File: src/rtl/psram_qpi_ctrl.sv
`default_nettype none
// +--------------------------------------------------------------------------+
// | Module      : psram_qpi_ctrl                                             |
// | Description : PSRAM controller. Runs the SPI power-up sequence           |
// |               (RSTEN 0x66, RST 0x99, enter-QPI 0x35) and then serves     |
// |               single/burst QPI reads (0xEB) and writes (0x02) with a     |
// |               24-bit address and fixed read latency.                     |
// | Ports       : mem_clk/rst_n        clock, synchronous active-low reset   |
// |               req/rw/addr/beats    request strobe, 1=write, start, count |
// |               wdata/wdata_ready    write word and its capture strobe     |
// |               rdata/rdata_valid    read word and its strobe              |
// |               init_done/busy/done  status, done is a 1-cycle end pulse   |
// |               mem_ce_n, sclk_en    chip enable, SCLK gate (~mem_clk)     |
// |               sio_out/sio_oe/sio_in quad data pads                       |
// | Revision    : 1.0  initial release                                       |
// +--------------------------------------------------------------------------+
module psram_qpi_ctrl #(
   parameter int DATA_WIDTH     = 16,
   parameter int ADDR_WIDTH     = 23,
   parameter int MAX_BEATS      = 8,
   parameter int WAIT_CYCLES    = 6,
   parameter int INIT_CYCLES    = 12800,
   parameter int CE_HIGH_CYCLES = 2     // must be at least 1
) (
   input  logic                           mem_clk,
   input  logic                           rst_n,
   input  logic                           req,
   input  logic                           rw,
   input  logic [ADDR_WIDTH-1:0]          addr,
   input  logic [$clog2(MAX_BEATS+1)-1:0] beats,
   input  logic [DATA_WIDTH-1:0]          wdata,
   output logic                           wdata_ready,
   output logic [DATA_WIDTH-1:0]          rdata,
   output logic                           rdata_valid,
   output logic                           init_done,
   output logic                           busy,
   output logic                           done,
   output logic                           mem_ce_n,
   output logic                           sclk_en,
   output logic [3:0]                     sio_out,
   output logic [3:0]                     sio_oe,
   input  logic [3:0]                     sio_in
);
   localparam int BEAT_W   = $clog2(MAX_BEATS + 1);
   localparam int NIBBLES  = DATA_WIDTH / 4;
   localparam int CNT_MAX0 = (INIT_CYCLES > 8) ? INIT_CYCLES : 8;
   localparam int CNT_MAX1 = (WAIT_CYCLES > CNT_MAX0) ? WAIT_CYCLES : CNT_MAX0;
   localparam int CNT_MAX  = (CE_HIGH_CYCLES > CNT_MAX1) ? CE_HIGH_CYCLES : CNT_MAX1;
   localparam int CNT_W    = $clog2(CNT_MAX + 1);

   localparam logic [3:0] ST_INIT_WAIT = 4'd0;
   localparam logic [3:0] ST_RSTEN     = 4'd1;
   localparam logic [3:0] ST_RST       = 4'd2;
   localparam logic [3:0] ST_SPI2QPI   = 4'd3;
   localparam logic [3:0] ST_IDLE      = 4'd4;
   localparam logic [3:0] ST_CMD       = 4'd5;
   localparam logic [3:0] ST_ADDR      = 4'd6;
   localparam logic [3:0] ST_WAIT      = 4'd7;
   localparam logic [3:0] ST_DATA      = 4'd8;
   localparam logic [3:0] ST_CE_GAP    = 4'd9;

   logic [3:0]            state_q, state_d;
   logic [CNT_W-1:0]      cnt_q, cnt_d;         // cycle / bit / nibble counter
   logic [BEAT_W-1:0]     beat_q, beat_d;
   logic [BEAT_W-1:0]     beats_q, beats_d;
   logic [1:0]            init_step_q, init_step_d; // which SPI command the gap follows
   logic                  init_done_q, init_done_d;
   logic                  rw_q, rw_d;
   logic [23:0]           addr_q, addr_d;
   logic [DATA_WIDTH-1:0] sh_q, sh_d;           // write-out / read-in shift register
   logic [DATA_WIDTH-1:0] rdata_q, rdata_d;
   logic                  rdata_valid_q, rdata_valid_d;

   logic                  w_nib_last;
   logic                  w_beat_last;
   logic [7:0]            w_spi_byte;
   logic [7:0]            w_cmd;
   logic [23:0]           w_addr_sh;

   assign w_nib_last  = (cnt_q == CNT_W'(NIBBLES - 1));
   assign w_beat_last = (beat_q == beats_q - 1'b1);
   assign w_spi_byte  = (state_q == ST_RSTEN) ? 8'h66 :
                        (state_q == ST_RST)   ? 8'h99 : 8'h35;
   assign w_cmd       = rw_q ? 8'h02 : 8'hEB;
   assign w_addr_sh   = addr_q << {cnt_q[2:0], 2'b00};

   // state register
   always_ff @(posedge mem_clk) begin
      if (!rst_n) begin
         state_q       <= ST_INIT_WAIT;
         cnt_q         <= '0;
         beat_q        <= '0;
         beats_q       <= '0;
         init_step_q   <= '0;
         init_done_q   <= 1'b0;
         rw_q          <= 1'b0;
         addr_q        <= '0;
         sh_q          <= '0;
         rdata_q       <= '0;
         rdata_valid_q <= 1'b0;
      end else begin
         state_q       <= state_d;
         cnt_q         <= cnt_d;
         beat_q        <= beat_d;
         beats_q       <= beats_d;
         init_step_q   <= init_step_d;
         init_done_q   <= init_done_d;
         rw_q          <= rw_d;
         addr_q        <= addr_d;
         sh_q          <= sh_d;
         rdata_q       <= rdata_d;
         rdata_valid_q <= rdata_valid_d;
      end
   end

   // next-state logic
   always_comb begin
      state_d       = state_q;
      cnt_d         = cnt_q + 1'b1;
      beat_d        = beat_q;
      beats_d       = beats_q;
      init_step_d   = init_step_q;
      init_done_d   = init_done_q;
      rw_d          = rw_q;
      addr_d        = addr_q;
      sh_d          = sh_q;
      rdata_d       = rdata_q;
      rdata_valid_d = 1'b0;
      case (state_q)
         ST_INIT_WAIT: begin
            if (cnt_q == CNT_W'(INIT_CYCLES - 1)) begin
               state_d     = ST_RSTEN;
               cnt_d       = '0;
               init_step_d = 2'd0;
            end
         end
         ST_RSTEN, ST_RST, ST_SPI2QPI: begin
            if (cnt_q == CNT_W'(7)) begin
               state_d = ST_CE_GAP;
               cnt_d   = '0;
            end
         end
         ST_CE_GAP: begin
            if (cnt_q == CNT_W'(CE_HIGH_CYCLES - 1)) begin
               cnt_d = '0;
               if (init_done_q) begin
                  state_d = ST_IDLE;
               end else begin
                  case (init_step_q)
                     2'd0:    begin state_d = ST_RST;     init_step_d = 2'd1; end
                     2'd1:    begin state_d = ST_SPI2QPI; init_step_d = 2'd2; end
                     default: begin state_d = ST_IDLE;    init_done_d = 1'b1; end
                  endcase
               end
            end
         end
         ST_IDLE: begin
            cnt_d = '0;
            if (req && init_done_q) begin
               state_d = ST_CMD;
               rw_d    = rw;
               addr_d  = 24'(addr);
               beat_d  = '0;
               if (beats == '0)
                  beats_d = BEAT_W'(1);
               else if (beats > BEAT_W'(MAX_BEATS))
                  beats_d = BEAT_W'(MAX_BEATS);
               else
                  beats_d = beats;
               if (rw)
                  sh_d = wdata;
            end
         end
         ST_CMD: begin
            if (cnt_q == CNT_W'(1)) begin
               state_d = ST_ADDR;
               cnt_d   = '0;
            end
         end
         ST_ADDR: begin
            if (cnt_q == CNT_W'(5)) begin
               cnt_d   = '0;
               state_d = (!rw_q && (WAIT_CYCLES > 0)) ? ST_WAIT : ST_DATA;
            end
         end
         ST_WAIT: begin
            if (cnt_q == CNT_W'(WAIT_CYCLES - 1)) begin
               state_d = ST_DATA;
               cnt_d   = '0;
            end
         end
         ST_DATA: begin
            if (rw_q)
               sh_d = sh_q << 4;
            else
               sh_d = {sh_q[DATA_WIDTH-5:0], sio_in};
            if (w_nib_last) begin
               cnt_d = '0;
               if (!rw_q) begin
                  rdata_d       = {sh_q[DATA_WIDTH-5:0], sio_in};
                  rdata_valid_d = 1'b1;
               end
               if (w_beat_last) begin
                  state_d = ST_CE_GAP;
               end else begin
                  beat_d = beat_q + 1'b1;
                  if (rw_q)
                     sh_d = wdata;   // next word captured on the wdata_ready pulse
               end
            end
         end
         default: begin
            state_d = ST_INIT_WAIT;
            cnt_d   = '0;
         end
      endcase
   end

   // output logic
   always_comb begin
      mem_ce_n    = 1'b1;
      sclk_en     = 1'b0;
      sio_out     = 4'h0;
      sio_oe      = 4'h0;
      wdata_ready = 1'b0;
      done        = 1'b0;
      case (state_q)
         ST_RSTEN, ST_RST, ST_SPI2QPI: begin
            mem_ce_n = 1'b0;
            sclk_en  = 1'b1;
            sio_oe   = 4'b0001;
            sio_out  = {3'b000, w_spi_byte[3'd7 - cnt_q[2:0]]};
         end
         ST_IDLE: begin
            wdata_ready = req && rw && init_done_q;
         end
         ST_CMD: begin
            mem_ce_n = 1'b0;
            sclk_en  = 1'b1;
            sio_oe   = 4'hF;
            sio_out  = cnt_q[0] ? w_cmd[3:0] : w_cmd[7:4];
         end
         ST_ADDR: begin
            mem_ce_n = 1'b0;
            sclk_en  = 1'b1;
            sio_oe   = 4'hF;
            sio_out  = w_addr_sh[23:20];
         end
         ST_WAIT: begin
            mem_ce_n = 1'b0;
            sclk_en  = 1'b1;
         end
         ST_DATA: begin
            mem_ce_n = 1'b0;
            sclk_en  = 1'b1;
            if (rw_q) begin
               sio_oe      = 4'hF;
               sio_out     = sh_q[DATA_WIDTH-1 -: 4];
               wdata_ready = w_nib_last && !w_beat_last;
            end
         end
         ST_CE_GAP: begin
            done = init_done_q && (cnt_q == CNT_W'(CE_HIGH_CYCLES - 1));
         end
         default: begin
            mem_ce_n = 1'b1;
         end
      endcase
   end

   assign busy        = init_done_q && (state_q != ST_IDLE);
   assign init_done   = init_done_q;
   assign rdata       = rdata_q;
   assign rdata_valid = rdata_valid_q;

endmodule
`default_nettype wire
File: config.mk
export PLATFORM = sky130hd
export DESIGN_NAME = psram_qpi_ctrl
export DESIGN_NICKNAME = d
export VERILOG_FILES = /design/src/rtl/psram_qpi_ctrl.sv
export SDC_FILE = /design/constraint.sdc
export NUM_CORES = 1
export LEC_CHECK = 0
export CORE_UTILIZATION = 56
export DETAILED_ROUTE_END_ITERATION = 8
export GPL_TIMING_DRIVEN = 0
export PLACE_DENSITY = 0.95
export SLEW_MARGIN = 25
export SYNTH_ARGS = -nofsm -noshare
export SYNTH_HDL_FRONTEND = slang
export SYNTH_SLANG_ARGS = --single-unit
File: constraint.sdc
create_clock -name mem_clk -period 5.7 [get_ports mem_clk]
set_clock_uncertainty 0.1 [all_clocks]
set_input_delay 1.425 -clock mem_clk [delete_from_list [all_inputs] [get_ports mem_clk]]
set_output_delay 1.425 -clock mem_clk [all_outputs]
set_load 0.01 [all_outputs]
==> reports/qor.csv, run 1 <==
metric,value,unit
DRT Pass-1 Iters,5,
Synth Register Bits,86,
R2R Path Start,cnt_q[1]$_SDFF_PN0_,
setup TNS,0,ns
CTS Hold Bufs,0,
Vert. Die Dim,88.9,um
Overflow after GRT,0,
worst hold endpoint,addr_q[13]$_SDFFE_PN0P_,
"Req. time, crit path",4.18,ns
initial core utilization,57.9,%
CTS root buffer,clkbuf_8,
cells after synthesis,516,
Max Cap Violations,0,
share of layout cells above drive strength 1,6.04,%
crit path max fanout,10,
Total Routing Usage GR,29.3,%
chip width,88.9,um
Mapped Area,4230,sq um
routability cong.,0.904,
global-route wire length before repair,17800,um
fmax,0.216,GHz
VDD IR max,0.147,mV
Crit Path Category,in -> out,
routed wire length,11300,um
"Arr. time, crit path",3.10,ns
pwr dens,213,nW/um^2
"Hold Vio Cnt, Final",0,
filler cell count,538,
Post-synth EDFFs,0,
R2R depth,9,
Synth Net Count,571,
Synth Flop Type,dfxtp_1,
WL met1,4680,um
number of I/O pins,82,
CP Launch Type,input pin,
HPWL Detailed,8130,um
Vias/cell,5.88,
"Seq/Total Area, Yosys",40.7,%
total core area,7290,sq um
fin cells,712,
Slew HR,53.1,%
ANT nets after route,0,
met2 routed WL,5430,um
Final Critical Period,4.62,ns
Yosys Warn Count,0,
CTS sink cnt,86,
CTS tree,built,
CP Cell Sequence,clkdlybuf4s50_1 -> and3_1 -> buf_2 -> nand2_1 -> nand2_1 -> clkdlybuf4s50_1,
Hold Path Origin,addr_q[13]$_SDFFE_PN0P_,
"Async S/R FF share, synth",0,%
status,"finished, final reports clean",
clock-pin slew on the worst setup and hold paths,0.08,ns
number of global-route vias before repair,3894,
largest net degree at the start of global routing,15,
post-CTS setup repair buffer count,0,
hold path depth,2,
worst-skew pair later-pin latency,0.36,ns
"count leader, synth",nand2_1,
nets,663,
most frequent cells after synthesis,"nand2_1 (105), dfxtp_1 (86), a21boi_0 (44), nor2_1 (39), o21ai_0 (32)",
Worst-Margin Slew,0.702,ns
placed instance count,696,
clock buffer depth,2,
DRC Markers,0,
initial antenna violation count,0,
Worst setup EP type,output port,
post-synth top area cell,dfxtp_1,
drt initial violations,330,
vias post-DR,4183,
post-CTS resize count,0,
delay of the slowest critical-path stage,0.57,ns
num rows,31,
# diodes,0,
worst r2r dst,state_q[1]$_SDFFE_PN0P_,
P&R area growth vs syn,27.1,%
drt wl/cell,15.9,um
Netlist cell types,53,
CTS buffer count,9,
R2R Setup Slk,2.74,ns
top routing layer in use,met4,
post-route clock period utilization,81.1,%
Die Footprint,7900,sq um
top cell type's share of synthesized area,40.7,%
Leak Pwr,1.95,nW
RSZ-0062 raised after global routing,false,
routed wl met3,779,um
htree depth,3,
Worst path slowest cell,clkdlybuf4s50_1,
Slew Limit Fails,0,
synth top area cells,"dfxtp_1 (41%), nand2_1 (9.3%), a21boi_0 (7.8%)",
port bufs,81,
Hold Path Class,reg -> reg,
Post-Syn Area per Cell,8.19,sq um
Setup-failing EPs final,0,
## how the worst max path moves through the flow
stage	cells past startpoint	startpoint	slack [ns]	to
final	6	req	1.08	wdata_ready
after global routing	6	req	0.99	wdata_ready
after floorplan	4	req	2.29	wdata_ready
after global placement	6	req	1.13	wdata_ready
after detailed placement	6	req	1.09	wdata_ready
after CTS	6	req	1.08	wdata_ready
## worst max-delay path, delay by kind of cell
| kind | cells | cell delay, ns |
|---|---|---|
| buffers and inverters | 3 | 1.32 |
| AND/OR/NAND/NOR | 3 | 0.34 |
## power by group
part	internal [W]	switching, W	leakage [nW]
Combinational	0.0000507	0.0000392	1.15
Sequential	0.000602	0.00000162	0.693
Clock	0.000227	0.000221	0.109
## flip-flops by register name, summed over array words and instances, names as in the netlist
signal       count
rw_q             1
sh_q            16
state_q          4
beat_q           4
addr_q          23
cnt_q           14
init_step_q      2
beats_q          4
rdata           16
init_done        1
rdata_valid      1
## area by class of cell
class / count / area (sq um) / share of cell area (%)
Timing Repair Buffer: 81 / 811 / 15.1
Buffer: 38 / 170 / 3.17
Clock buffer: 11 / 151 / 2.82
Inverter: 8 / 30.0 / 0.559
Sequential cell: 86 / 1720 / 32.1
Clock inverter: 5 / 57.6 / 1.07
Tap cell: 99 / 124 / 2.31
Multi-Input combinational cell: 384 / 2300 / 42.9
## cells in the final DEF, fill, tap and decap left out, types with 5 or more instances in the layout
master	netlist	final
a21boi_0	44	44
a21oi_1	26	26
a22oi_1	5	5
clkbuf_1	26	26
clkbuf_8	0	11
clkdlybuf4s50_1	0	81
dfxtp_1	86	86
inv_1	8	8
mux2i_1	26	26
nand2_1	105	105
nand3_1	11	11
nand4_1	7	7
nor2_1	39	39
nor2b_1	6	6
nor3_1	6	6
o21ai_0	32	32
xnor2_1	12	12
xor2_1	7	7
## logic make-up (layout without fill, tap and decap cells)
family / after synthesis / in the layout / share of synthesized area [%]
XOR/XNOR: 19 / 19 / 3.94
flip-flops: 86 / 86 / 40.7
multiplexers: 30 / 30 / 8.02
buffers and inverters: 46 / 143 / 4.74
AND/OR/NAND/NOR: 205 / 205 / 22.2
AO/OA/AOI/OAI: 126 / 126 / 19.2
adder cells (fa/ha/maj): 4 / 4 / 1.18
## stage by stage
stage / total power [W] / util [%] / area [sq um] / hold WS (ns) / worst slack [ns]
final: 0.00114 / 73.6 / 5370 / 0.368 / 1.08
after global routing: 0.00117 / 73.6 / 5370 / 0.382 / 0.986
after CTS: 0.00114 / 73.6 / 5370 / 0.367 / 1.08
after detailed placement: 0.000705 / 70.8 / 5160 / 0.353 / 1.09
after global placement: 0.000703 / 70.8 / 5160 / 0.349 / 1.13
after floorplan: 0.000654 / - / 4230 / 0.340 / 2.29
## layer usage
metal  up-vias  GRT usage [%]
li1       1963              -
met1      1933           37.3
met2       234           48.4
met3        53           3.92
met4         0           15.4
met5         -              0
Power figures use the tool's default switching activity.
==> run 2: changes to the inputs <==
--- a/config.mk
+++ b/config.mk
@@ -5,10 +5,10 @@
 export SDC_FILE = /design/constraint.sdc
 export NUM_CORES = 1
 export LEC_CHECK = 0
-export CORE_UTILIZATION = 56
+export CORE_UTILIZATION = 47
 export DETAILED_ROUTE_END_ITERATION = 8
 export GPL_TIMING_DRIVEN = 0
-export PLACE_DENSITY = 0.95
+export PLACE_DENSITY = 0.86
 export SLEW_MARGIN = 25
 export SYNTH_ARGS = -nofsm -noshare
 export SYNTH_HDL_FRONTEND = slang
==> constraint.sdc (replaced) <==
create_clock -name mem_clk -period 3.8 [get_ports mem_clk]
set_clock_uncertainty 0.1 [all_clocks]
set_input_delay 0.95 -clock mem_clk [delete_from_list [all_inputs] [get_ports mem_clk]]
set_output_delay 0.95 -clock mem_clk [all_outputs]
set_load 0.01 [all_outputs]
==> reports/qor.csv, run 2 (synthesis results as in run 1) <==
metric,value,unit,change
status,"finished, final reports clean",,unchanged
Worst path slowest cell,clkdlybuf4s50_1,,unchanged
CTS buffer count,9,,unchanged
worst-skew pair later-pin latency,0.37,ns,was 0.36 ns
VDD IR max,0.239,mV,was 0.147 mV
port bufs,81,,unchanged
CTS root buffer,clkbuf_8,,unchanged
fmax,0.276,GHz,
share of layout cells above drive strength 1,6.85,%,was 6.04%
CP Cell Sequence,clkdlybuf4s50_1 -> and3_1 -> buf_2 -> nand2_1 -> nand2_1 -> clkdlybuf4s50_1,,unchanged
Hold Path Origin,addr_q[2]$_SDFFE_PN0P_,,was addr_q[13]$_SDFFE_PN0P_
num rows,34,,was 31
Net Switching,0.000408,W,was 0.000262 W
crit path max fanout,10,,unchanged
total core area,8720,sq um,was 7290 sq um
largest net degree at the start of global routing,15,,unchanged
Buf/Inv on CP,3,,unchanged
Max Cap Violations,0,,unchanged
initial antenna violation count,0,,unchanged
R2R depth,9,,unchanged
post-CTS setup repair buffer count,0,,unchanged
global-route wire length before repair,19100,um,was 17800 um
routability cong.,0.889,,was 0.904
setup TNS,0,ns,unchanged
htree depth,3,,unchanged
worst r2r dst,state_q[1]$_SDFFE_PN0P_,,unchanged
"Design Area, Final",5410,sq um,was 5370 sq um
DRC Markers,0,,unchanged
Setup-failing EPs final,0,,unchanged
clock buffer depth,2,,unchanged
Crit Path Category,in -> out,,unchanged
Clock power frac,40.9,%,was 39.2%
Slew HR,62.1,%,was 53.1%
post-route clock period utilization,95.4,%,
Seq pwr share,51.4,%,was 52.9%
worst hold endpoint,addr_q[2]$_SDFFE_PN0P_,,was addr_q[13]$_SDFFE_PN0P_
R2R Setup Slk,0.90,ns,was 2.74 ns
"Arr. time, crit path",2.57,ns,was 3.10 ns
DRT Pass-1 Iters,5,,unchanged
vias post-DR,4070,,was 4183
HPWL Detailed,8300,um,was 8130 um
drt initial violations,254,,was 330
"commonest non-fill, non-tap cells in the layout","nand2_1 (105), dfxtp_1 (86), clkdlybuf4s50_1 (81)",,unchanged
ANT nets after route,0,,unchanged
"commonest non-fill, non-tap cell in the layout",nand2_1,,unchanged
Hold Path Class,reg -> reg,,unchanged
"Hold Vio Cnt, Final",0,,unchanged
switch share,23.2,%,was 23.0%
R2R Path Start,cnt_q[1]$_SDFF_PN0_,,unchanged
Worst setup EP type,output port,,unchanged
DP Area,5170,sq um,was 5160 sq um
delay of the slowest critical-path stage,0.56,ns,was 0.57 ns
Hold WS,0.368,ns,about the same
Die Footprint,9370,sq um,was 7900 sq um
number of global-route vias before repair,4029,,was 3894
# diodes,0,,unchanged
Gate power share,7.7,%,was 7.9%
Final Critical Period,3.62,ns,
Leak Pwr,1.96,nW,was 1.95 nW
chip width,96.8,um,was 88.9 um
cell internal pwr,0.00135,W,was 0.000879 W
Top reg by flops,addr_q,,unchanged
drt wl/cell,15.8,um,was 15.9 um
"Req. time, crit path",2.75,ns,was 4.18 ns
pwr dens,325,nW/um^2,was 213 nW/um^2
hold path depth,2,,unchanged
Critical Path Stages,6,,unchanged
nets,663,,unchanged
max reg flops,23,,unchanged
Vias/cell,5.64,,was 5.88
CP Launch Type,input pin,,unchanged
Vert. Die Dim,96.8,um,was 88.9 um
number of I/O pins,82,,unchanged
CTS sink cnt,86,,unchanged
CTS tree,built,,unchanged
RSZ-0062 raised after global routing,false,,unchanged
"CP delay by family, top",buffers and inverters,,unchanged
initial core utilization,48.5,%,was 57.9%
routed wire length,11400,um,was 11300 um
P&R area growth vs syn,28.1,%,was 27.1%
Overflow after GRT,0,,unchanged
clock-pin slew on the worst setup and hold paths,0.09,ns,was 0.08 ns
Slew Limit Fails,0,,unchanged
Worst-Margin Slew,0.569,ns,was 0.702 ns
Total Routing Usage GR,25.0,%,was 29.3%
Critical Path Start,req,,unchanged
run 2: changes by cell type in the layout (fill, tap and decap cells not counted), sizes merged:
cell      before  now
clkinv         4    1
clkinvlp       0    2
bufinv         1    2
run 2: layout make-up:
type | instances | area [sq um]
fillers | 735 | 3310
clock buffers | 11 | 131
repair buffers | 81 | 811
well taps | 108 | 135
clock inverters | 5 | 83.8
inverters | 8 | 30.0
flip-flops and latches | 86 | 1720
multi-input cells | 384 | 2330
plain buffers | 38 | 175
run 2: repair_timing:
item	4_1_cts	5_1_grt
resized for setup	1	10
hold buffers	0	0
setup endpoints to repair	4	7
pin swaps	0	0
run 2: layer usage:
metal | track usage (%) | wire length, um
met2 | 42.6 | 5680
met4 | 9.87 | 217
met5 | 0 | 0
met3 | 4.34 | 641
met1 | 31.4 | 4830
run 2: metrics by stage:
| stage | util, % | setup WS, ns | instances | total power [W] |
|---|---|---|---|---|
| 2_1_floorplan | - | 1.14 | 516 | 0.000981 |
| 3_3_place_gp | 59.3 | 0.196 | 705 | 0.00105 |
| 3_5_place_dp | 59.3 | 0.191 | 705 | 0.00106 |
| 4_1_cts | 61.8 | 0.0237 | 721 | 0.00175 |
| 5_1_grt | 62.1 | 0.0102 | 721 | 0.00181 |
| 6_report | 62.1 | 0.176 | 721 | 0.00176 |
run 2: worst max path at each step:
stage                             end  slack [ns]
after CTS                 wdata_ready        0.02
after global placement    wdata_ready        0.20
after floorplan            sio_out[2]        1.14
after global routing      wdata_ready        0.01
final                     wdata_ready        0.18
after detailed placement  wdata_ready        0.19
run 2: worst reg2reg max path: cells and delay by family (launching register included):
kind / cells / cell delay, ns
flops: 1 / 0.36
fa+ha+maj: 1 / 0.24
compound gates: 3 / 0.64
simple gates: 3 / 1.03
buf+inv: 2 / 0.43
run 2: power groups by stage:
stage / sequential, W / clock [W] / combinational, W
after floorplan: 0.000926 / 0 / 0.0000553
after global placement: 0.000927 / 0 / 0.000128
after detailed placement: 0.000927 / 0 / 0.000131
after CTS: 0.000906 / 0.000714 / 0.000133
after global routing: 0.000907 / 0.000763 / 0.000145
final: 0.000905 / 0.000719 / 0.000135
